==> src/rtl/thermo_ramp_ctrl.sv <==
// Slew-limited level sequencer with thermometer-coded output.
// Steps toward a requested level, settles, then pulses done.
module thermo_ramp_ctrl #(
  parameter int N        = 8,
  parameter int MAX_STEP = 4,
  parameter int HOLD     = 2
) (
  input  logic              clk,
  input  logic              reset,
  input  logic              din_valid,
  input  logic [N-1:0]      din,
  output logic              din_ready,
  output logic [2**N-1:0]   dout,
  output logic [N-1:0]      level,
  output logic              busy,
  output logic              done
);

  localparam logic [N-1:0] LP_STEP  = N'(MAX_STEP);
  localparam logic [7:0]   LP_HOLD1 = 8'(HOLD - 1);

  typedef enum logic [1:0] {
    S_IDLE,
    S_RAMP,
    S_SETTLE
  } state_t;

  state_t       r_state;
  state_t       w_state_nxt;
  logic [N-1:0] r_level;
  logic [N-1:0] w_level_nxt;
  logic [N-1:0] r_target;
  logic [N-1:0] w_target_nxt;
  logic [7:0]   r_cnt;
  logic [7:0]   w_cnt_nxt;
  logic         r_done;
  logic         w_done_nxt;

  logic         w_up;
  logic [N-1:0] w_diff;
  logic [N-1:0] w_step;
  logic [2**N-1:0] w_dout;

  // Step size: distance after the magnitude compare, clamped to MAX_STEP.
  always_comb begin
    w_up   = r_target > r_level;
    w_diff = w_up ? (r_target - r_level) : (r_level - r_target);
    w_step = (w_diff > LP_STEP) ? LP_STEP : w_diff;
  end

  // Next-state and next-datapath values for the sequencer.
  always_comb begin
    w_state_nxt  = r_state;
    w_level_nxt  = r_level;
    w_target_nxt = r_target;
    w_cnt_nxt    = r_cnt;
    w_done_nxt   = 1'b0;
    unique case (r_state)
      S_IDLE: begin
        if (din_valid) begin
          w_target_nxt = din;
          if (din != r_level) begin
            w_state_nxt = S_RAMP;
          end else begin
            w_state_nxt = S_SETTLE;
            w_cnt_nxt   = LP_HOLD1;
          end
        end
      end
      S_RAMP: begin
        w_level_nxt = w_up ? (r_level + w_step) : (r_level - w_step);
        if (w_level_nxt == r_target) begin
          w_state_nxt = S_SETTLE;
          w_cnt_nxt   = LP_HOLD1;
        end
      end
      S_SETTLE: begin
        if (r_cnt == 8'd0) begin
          w_state_nxt = S_IDLE;
          w_done_nxt  = 1'b1;
        end else begin
          w_cnt_nxt = r_cnt - 8'd1;
        end
      end
      default: begin
        w_state_nxt = S_IDLE;
      end
    endcase
  end

  // State register.
  always_ff @(posedge clk or posedge reset) begin
    if (reset) begin
      r_state <= S_IDLE;
    end else begin
      r_state <= w_state_nxt;
    end
  end

  // Level, target, settle counter and done pulse registers.
  always_ff @(posedge clk or posedge reset) begin
    if (reset) begin
      r_level  <= '0;
      r_target <= '0;
      r_cnt    <= 8'd0;
      r_done   <= 1'b0;
    end else begin
      r_level  <= w_level_nxt;
      r_target <= w_target_nxt;
      r_cnt    <= w_cnt_nxt;
      r_done   <= w_done_nxt;
    end
  end

  // Thermometer decode: level k lights bits [k:0].
  always_comb begin
    w_dout = '0;
    for (int i = 0; i < 2**N; i++) begin
      w_dout[i] = (i <= int'(r_level));
    end
  end

  assign dout      = w_dout;
  assign level     = r_level;
  assign din_ready = (r_state == S_IDLE);
  assign busy      = (r_state != S_IDLE);
  assign done      = r_done;

endmodule

==> config.mk <==
export PLATFORM = sky130hd
export DESIGN_NAME = thermo_ramp_ctrl
export DESIGN_NICKNAME = d
export VERILOG_FILES = /design/src/rtl/thermo_ramp_ctrl.sv
export SDC_FILE = /design/constraint.sdc
export NUM_CORES = 1
export LEC_CHECK = 0
export ABC_AREA = 1
export CAP_MARGIN = 20
export CORE_ASPECT_RATIO = 0.75
export CORE_MARGIN = 2
export CORE_UTILIZATION = 35
export DETAILED_ROUTE_END_ITERATION = 7
export MAX_ROUTING_LAYER = met4
export PLACE_DENSITY = 0.79
export SYNTH_ARGS = -nofsm -noshare
export SYNTH_HDL_FRONTEND = slang
export SYNTH_SLANG_ARGS = --single-unit
export TNS_END_PERCENT = 5
==> constraint.sdc <==
create_clock -name clk -period 4.55 [get_ports clk]
set_input_delay 0.91 -clock clk [delete_from_list [all_inputs] [get_ports clk]]
set_output_delay 0.91 -clock clk [all_outputs]
set_load 0.005 [all_outputs]
==> impl_metrics.yaml, run 1 <==
placed_design:
  dp.cells: 1325
  place_area_mm2: 0.00806
  port_buffers: 276
  gp_congestion: 1.01
  dpl.hpwl_um: 19800
  preCtsSetupSlack_ns: -0.334
synth:
  synthCells: 862
  ys_types: 36
  avgSynthCellArea_um2: 5.44
  yosysTopAreaCellShare_pct: 15.4
  synth_nets: 901
  synth_warnings: 0
  synth_area_leaders: "nand2_1, a21oi_1, dfrtp_1"
  synth.yosys.seq_area_share_pct: 14.4
  syn_area_mm2: 0.00469
  synth_top_area_cell: "nand2_1"
  synth_seq_cells: 27
cells_and_area:
  fin_cells: 1341
  antennaDiodeCount: 0
  design_area_mm2: 0.00849
  syn2layout_area_growth_pct: 80.9
  layout_common_cells: "clkdlybuf4s50_1, nand2_1, a21oi_1"
  nets: 1210
  drive_gt1_share_pct: 13.7
  final_common_cell: "clkdlybuf4s50_1"
detailed_routing:
  wirelength_um: 25700
  routedWlPerCell_um: 19.1
  ant_nets: 0
  drc: 0
  firstDrtPassIters: 8
  via_count: 7240
  drt_iter0_drc: 1005
  vias_per_cell: 5.40
critical_path:
  crit_path_frequent_cell: "nand2_2"
  critPathTopFamily: "simple AND/OR/NAND/NOR gates"
  path_buf_inv: 4
  setup.worst_path.end_class: "register"
  slowest_delay_ns: 0.51
  critPathRequiredTime_ns: 4.75
  crit_path_top_delay_cell: "fa_1"
  startpoint_type: "register"
  worstSetupPathType: "register to register"
  rrSetupSlack_ns: -0.26
  arrival_ns: 5.01
  critPathMaxFanout: 8
grt:
  antenna_found_initial: 0
  grt.total_usage_pct: 35.4
  grt_pass1_vias: 6658
  grt-ovfl-total: 0
  grt_max_degree: 38
  grt_pass1_wl_um: 38100
clocking:
  clock_sinks: 27
  clk_latency_ns: 0.26
  clockBufferDepth: 2
  htree_levels: 1
  numCtsBuffers: 3
  cts_tree: "done"
  clkTransAtPathRegs_ns: 0.07
  cts_root_buf: "clkbuf_16"
power:
  vdd_drop_max_v: 0.000524
  finalPower_mw: 9.55
  power.density_mw_per_mm2: 1130
  p_leak_nw: 3.93
sta:
  setup_viol: 11
  finalClockSkew_ns: 0.00491
  slew_headroom_pct: 36.3
  grt_setup_unrepaired: "true"
  fmax_ghz: 0.208
  post-route-period-util_pct: 106
  hold_viol_final: 0
  setup_ws_ns: -0.255
  tns_ns: -2.39
  min_period_ns: 4.81
  worst_slew_pin_slew_ns: 0.953
  slew_violations: 0
die:
  die_h_um: 104
  fp.dieArea_mm2: 0.0144
  fp.dieW_um: 138
  coreArea_mm2: 0.0130
  num_rows: 36
  initial_core_util_pct: 36.0
  io_pins: 278
run_status:
  violations: "setup timing"
  outcome: "finished, violations left"
job:
  drv_cap: 0
worst_hold_path:
  hold_path.class: "register to register"
[layout make-up]
class | instances | area [um2]
Tap cell | 171 | 214
Clock buffer | 4 | 78.8
Multi-Input combinational cell | 639 | 3550
Timing Repair Buffer | 360 | 3430
Inverter | 140 | 534
Fill cell | 1192 | 4530
Sequential cell | 27 | 677
[Yosys cell counts]
cell	instances
o22a_1	1
nand2_1	193
a211oi_1	1
nand2_2	7
o21ai_0	82
o21bai_1	5
clkbuf_1	52
nand4_1	10
nand3_1	30
clkinv_1	5
xor2_1	16
ha_1	25
nand3b_1	1
o21a_1	1
inv_4	1
fa_1	3
nor4_1	2
buf_6	1
conb_1	1
nand4_2	1
a31oi_1	2
inv_1	134
nor2_1	94
buf_2	2
o41ai_1	1
o21ai_1	1
nor2_2	3
dfrtp_1	27
nand3_2	3
buf_4	2
o22ai_1	6
nand2_4	3
nor3_1	2
a21oi_1	137
xnor2_1	5
o211ai_1	2
[per-stage QoR]
step	hold slack (ns)	utilization, %
4_1_cts	0.516	63.5
2_1_floorplan	0.464	-
3_5_place_dp	0.493	61.9
5_1_grt	0.556	65.2
3_3_place_gp	0.485	61.9
6_report	0.516	65.2
[power by group]
| part | leakage [nW] | switching [mW] | total [mW] | internal, mW |
|---|---|---|---|---|
| registers | 0.344 | 0.110 | 0.468 | 0.358 |
| logic | 3.55 | 4.62 | 8.88 | 4.25 |
| clock network | 0.0382 | 0.0845 | 0.205 | 0.120 |
| total | 3.93 | 4.82 | 9.55 | 4.73 |
[routing by layer]
metal | track usage [%] | share of wire, % | vias up
met4 | 10.2 | 3.6 | 0
li1 | - | - | 3357
met5 | - | 0 | -
met1 | 48.8 | 41 | 3335
met3 | 7.02 | 12 | 64
met2 | 52.2 | 44 | 484
[final timing paths]
kind / startpoint / end / cells after the start
worst max-delay path: level[0] / r_cnt[3] / 31
worst min-delay path: r_cnt[0] / r_cnt[0] / 2
worst max register to register: level[0] / r_cnt[3] / 31
worst min register to register: r_cnt[0] / r_cnt[0] / 2
max in group asynchronous: reset / level[1] / 3
min in group asynchronous: reset / r_state[0] / 2
[sequential cells by signal, summed over array words and instances (netlist names)]
register / count
r_target: 8
r_state: 2
done: 1
r_cnt: 8
level: 8
[worst register-to-register path: cells and delay by family (launching register included)]
kind / cells / cell delay [ns]
XOR/XNOR: 1 / 0.17
AND/OR/NAND/NOR: 17 / 1.83
buffers and inverters: 4 / 0.39
flip-flops: 1 / 0.42
AO/OA/AOI/OAI: 5 / 0.67
adder cells (fa/ha/maj): 4 / 1.26
[what timing repair did]
item / 4_1_cts / 5_1_grt
buffers inserted: 5 / 5
gates cloned: 1 / 0
hold buffers: 0 / 0
resized for setup: 26 / 32
pin swaps: 24 / 25
endpoints found under the setup margin: 11 / 11
[cell families (layout without fill, tap and decap cells)]
group	after synthesis	in the layout	synth area share (%)
simple gates	349	350	31.1
xor+xnor	21	21	3.92
flops	27	27	14.4
fa+ha+maj	28	28	7.95
other cells	1	1	0.0799
compound gates	239	239	26.4
buf+inv	197	504	16.2
Power figures use the tool's default switching activity.
==> run 2: changes to the inputs <==
SETUP_SLACK_MARGIN = 0.1   (was not set)
==> run 2 against run 1 <==
  * The flow still finishes with violations (setup timing)
  * Register-to-register slack about the same
  * First-iteration DRC count down 5.7%
  * Die area unchanged
  * Non-clock buffer count down 3
  * Global-route usage up 1.0 points
==> impl_metrics.yaml, run 2 (synthesis gave the netlist of run 1 again) <==
grt:
  use_met2_pct: 54.2
  grt_pass1_wl_um: 39400
  grt-ovfl-total: 0
  antenna_found_initial: 0
  use_met3_pct: 8.63
  grt_pass1_vias: 6897
  use_met1_pct: 47.9
  grt.total_usage_pct: 36.4
  gr-max-usage-layer: "met2"
  grt_max_degree: 38
cells_and_area:
  fillers: 1169
  antennaDiodeCount: 0
  nets: 1208
  syn2layout_area_growth_pct: 82.0
  layout_common_cells: "clkdlybuf4s50_1, nand2_1, a21oi_1"
  final_common_cell: "clkdlybuf4s50_1"
  design_area_mm2: 0.00854
  drive_gt1_share_pct: 15.2
critical_path:
  startpoint: "level[0]"
  critPathRequiredTime_ns: 4.71
  path_buf_inv: 4
  rrSetupSlack_ns: -0.24
  r2r_start: "level[0]"
  setup.worst_path.end_class: "register"
  startpoint_type: "register"
  crit_path_frequent_cell: "nand2_2"
  slowest_delay_ns: 0.42
  crit_path_top_delay_cell: "dfrtp_1"
  arrival_ns: 4.95
  critPathMaxFanout: 6
  critPathTopFamily: "simple AND/OR/NAND/NOR gates"
  worstSetupPathType: "register to register"
sta:
  slew_headroom_pct: 40.6
  hold_ws_ns: 0.536
  setup_viol: 10
  hold_viol_final: 0
  fmax_ghz: 0.209
  finalClockSkew_ns: 0.00248
  slew_violations: 0
  worst_slew_pin_slew_ns: 0.888
  tns_ns: -2.14
  post-route-period-util_pct: 105
  min_period_ns: 4.79
  grt_setup_unrepaired: "true"
  setup_ws_ns: -0.243
placed_design:
  place_area_mm2: 0.00797
  gp_congestion: 1.02
  dpl.hpwl_um: 19600
  preCtsSetupSlack_ns: -0.304
  port_buffers: 276
detailed_routing:
  routedWlPerCell_um: 19.8
  firstDrtPassIters: 6
  ant_nets: 0
  wirelength_um: 26500
  drt_iter0_drc: 948
  via_count: 7331
  vias_per_cell: 5.47
  drc: 0
die:
  initial_core_util_pct: 36.0
  die_h_um: 104
  io_pins: 278
  num_rows: 36
  fp.dieArea_mm2: 0.0144
  fp.dieW_um: 138
  coreArea_mm2: 0.0130
clocking:
  cts_tree: "done"
  clk_latency_ns: 0.26
  clkTransAtPathRegs_ns: 0.07
  numCtsBuffers: 3
  hold_buffers: 0
  htree_levels: 1
  clock_sinks: 27
  cts_root_buf: "clkbuf_16"
  clockBufferDepth: 2
power:
  finalPower_mw: 9.83
  p_leak_nw: 3.93
  vdd_drop_max_v: 0.000574
  power.density_mw_per_mm2: 1150
run_status:
  outcome: "finished, violations left"
  violations: "setup timing"
worst_hold_path:
  hold_path.class: "register to register"
  min_from: "r_cnt[0]"
job:
  drv_cap: 0
## run 2: worst paths after layout
path | to | cells after the start
worst max register to register | r_cnt[2] | 33
max in group asynchronous | level[2] | 3
min in group asynchronous | r_cnt[7] | 2
worst max-delay path | r_cnt[2] | 33
worst min register to register | r_cnt[0] | 2
worst min-delay path | r_cnt[0] | 2
## run 2: cell type report
type | count | area [um2] | share of cell area (%)
inverter | 140 | 546 | 6.39
multi-input combinational | 640 | 3600 | 42.2
tap | 171 | 214 | 2.51
clock inverter | 1 | 7.51 | 0.0879
timing repair buffer | 357 | 3410 | 40.0
clock buffer | 3 | 75.1 | 0.879
sequential | 27 | 678 | 7.94
## run 2: report_power, final
group | internal (mW) | switching (mW) | total [mW]
registers | 0.359 | 0.126 | 0.485
clock network | 0.120 | 0.0914 | 0.211
logic | 4.29 | 4.85 | 9.14
## run 2: timing repair
action                                  in CTS  in global routing
gates cloned                                 2                  0
endpoints found under the setup margin      10                 11
setup buffers                               16                  5
gates resized for setup                     28                 40
pin swaps                                   30                 30
## run 2: layer usage
layer,wire length [um],up-vias,part of all wire [%]
li1,-,3356,-
met1,10500,3334,40
met2,11400,548,43
met3,3360,93,13
met4,1210,0,4.6
met5,0,-,0
## run 2: per-stage QoR
| step | util [%] | cells |
|---|---|---|
| after floorplan | - | 862 |
| after global placement | 61.2 | 1310 |
| after detailed placement | 61.2 | 1310 |
| after CTS | 63.9 | 1332 |
| after global routing | 65.6 | 1339 |
| final | 65.6 | 1339 |
## run 2: worst register-to-register path, delay by kind of cell (launching register included)
family                     cells  cell delay (ns)
xor gates and xnor gates       3             0.55
and+or+nand+nor               19             1.95
DFF                            1             0.42
adders and majority gates      4             1.04
buffers and inverters          4             0.27
AOI/OAI and AO/OA              3             0.42
==> run 3: changes to the inputs <==
SETUP_SLACK_MARGIN = 0.02   (was 0.1)
==> run 3 against run 2 <==
  * The run still ends with setup timing left
  * Cell count grew 0.75%
  * Hold slack lost 0.025 ns
  * Power shrank 1.9%
  * Clock power shrank 2%
  * Largest power group unchanged
==> impl_metrics.yaml, run 3 (synthesis gave the netlist of run 1 again) <==
cells_and_area:
  drive_gt1_share_pct: 14.2
  syn2layout_area_growth_pct: 81.3
  final_common_cell: "clkdlybuf4s50_1"
  nets: 1218
  fin_cells: 1349
  antennaDiodeCount: 0
  design_area_mm2: 0.00850
  layout_common_cells: "clkdlybuf4s50_1, nand2_1, a21oi_1"
detailed_routing:
  wl_met3_um: 3070
  routedWlPerCell_um: 19.3
  firstDrtPassIters: 6
  wirelength_um: 26100
  drt_iter0_drc: 849
  wl_met1_um: 10700
  routed-wl-met2_um: 11400
  ant_nets: 0
  via_count: 7359
  vias_per_cell: 5.46
  top_layer: "met4"
  drc: 0
placed_design:
  dpl.hpwl_um: 20000
  place_area_mm2: 0.00801
  port_buffers: 276
  gp_congestion: 1.04
  dp.cells: 1318
sta:
  hold_ws_ns: 0.510
  fmax_ghz: 0.206
  slew_headroom_pct: 33.8
  setup_ws_ns: -0.303
  slew_violations: 0
  setup_viol: 11
  post-route-period-util_pct: 107
  worst_slew_pin_slew_ns: 0.987
  hold_viol_final: 0
  min_period_ns: 4.85
  finalClockSkew_ns: 0.00324
  grt_setup_unrepaired: "true"
grt:
  grt_max_degree: 38
  grt_pass1_wl_um: 37600
  grt_pass1_vias: 6572
  antenna_found_initial: 0
  grt-ovfl-total: 0
  grt.total_usage_pct: 35.0
worst_hold_path:
  hold_path.class: "register to register"
clocking:
  clkTransAtPathRegs_ns: 0.07
  clock_sinks: 27
  numCtsBuffers: 3
  htree_levels: 1
  clk_latency_ns: 0.27
  cts_root_buf: "clkbuf_16"
  clockBufferDepth: 2
  cts_tree: "done"
die:
  fp.dieW_um: 138
  num_rows: 36
  initial_core_util_pct: 36.0
  die_h_um: 104
  coreArea_mm2: 0.0130
  fp.dieArea_mm2: 0.0144
  io_pins: 278
critical_path:
  setup.worst_path.end_class: "register"
  crit_path_frequent_cell: "nand2_2"
  crit_path_top_delay_cell: "dfrtp_1"
  worstSetupPathType: "register to register"
  rrSetupSlack_ns: -0.30
  critPathRequiredTime_ns: 4.71
  arrival_ns: 5.01
  slowest_delay_ns: 0.42
  startpoint_type: "register"
  critPathMaxFanout: 7
power:
  p_leak_nw: 3.96
  power.density_mw_per_mm2: 1130
  vdd_drop_max_v: 0.000581
run_status:
  violations: "setup timing"
  outcome: "finished, violations left"
job:
  drv_cap: 0
==> run 3: cell count changes in the layout (fill, tap and decap cells not counted), moves of 3 or more <==
cell     change
nand2_1      +4
a21oi_2      -3
inv_1        +5
a21oi_1      +3
inv_2        -5
nand2_2      -3
buf_4       +13
==> run 3: critical path: cells and delay by family, from the launching register on <==
kind	cells	cell delay (ns)
AND/OR/NAND/NOR	16	1.82
buffers and inverters	7	0.75
AO/OA/AOI/OAI	4	0.60
adder cells (fa/ha/maj)	2	0.58
XOR/XNOR	3	0.56
flip-flops	1	0.42
==> run 3: routing by layer <==
| layer | global-route usage (%) | up-vias |
|---|---|---|
| met3 | 7.36 | 80 |
| met5 | - | - |
| met2 | 51.8 | 469 |
| met4 | 9.72 | 0 |
| li1 | - | 3381 |
| met1 | 48.1 | 3429 |
==> run 3: cell type report <==
type | count | area [um2]
clock buffer | 3 | 75.1
clock inverter | 1 | 5.00
fill | 1227 | 4510
inverter | 140 | 534
multi-input combinational | 640 | 3530
sequential | 27 | 678
tap | 171 | 214
timing repair buffer | 367 | 3470
==> run 3: power by group <==
part | internal, mW | switching (mW)
combinational | 4.33 | 4.64
sequential | 0.358 | 0.116
clock | 0.119 | 0.0883
total | 4.80 | 4.84
==> run 3: final timing paths <==
path	depth (start not counted)	from	end
hold / removal	2	r_cnt[0]	r_cnt[0]
setup reg to reg	32	level[6]	r_cnt[7]
min in group asynchronous	2	reset	done
hold reg to reg	2	r_cnt[0]	r_cnt[0]
max in group asynchronous	3	reset	level[1]
setup / recovery	32	level[6]	r_cnt[7]
==> run 3: per-stage QoR <==
| stage | TNS (ns) | power, mW | util [%] | worst slack, ns |
|---|---|---|---|---|
| after floorplan | 0 | 4.39 | - | 0.0211 |
| after global placement | -1.51 | 8.50 | 61.5 | -0.174 |
| after detailed placement | -2.83 | 8.56 | 61.5 | -0.311 |
| after CTS | -1.39 | 9.13 | 63.5 | -0.161 |
| after global routing | -5.77 | 10.3 | 65.3 | -0.582 |
| final | -2.76 | 9.64 | 65.3 | -0.303 |
==> run 3: timing repair <==
item	CTS	global route
hold buffers	0	0
endpoints found under the setup margin	11	11
resized for setup	20	31
pin swaps	22	31
buffers inserted	13	10
cloned	2	0
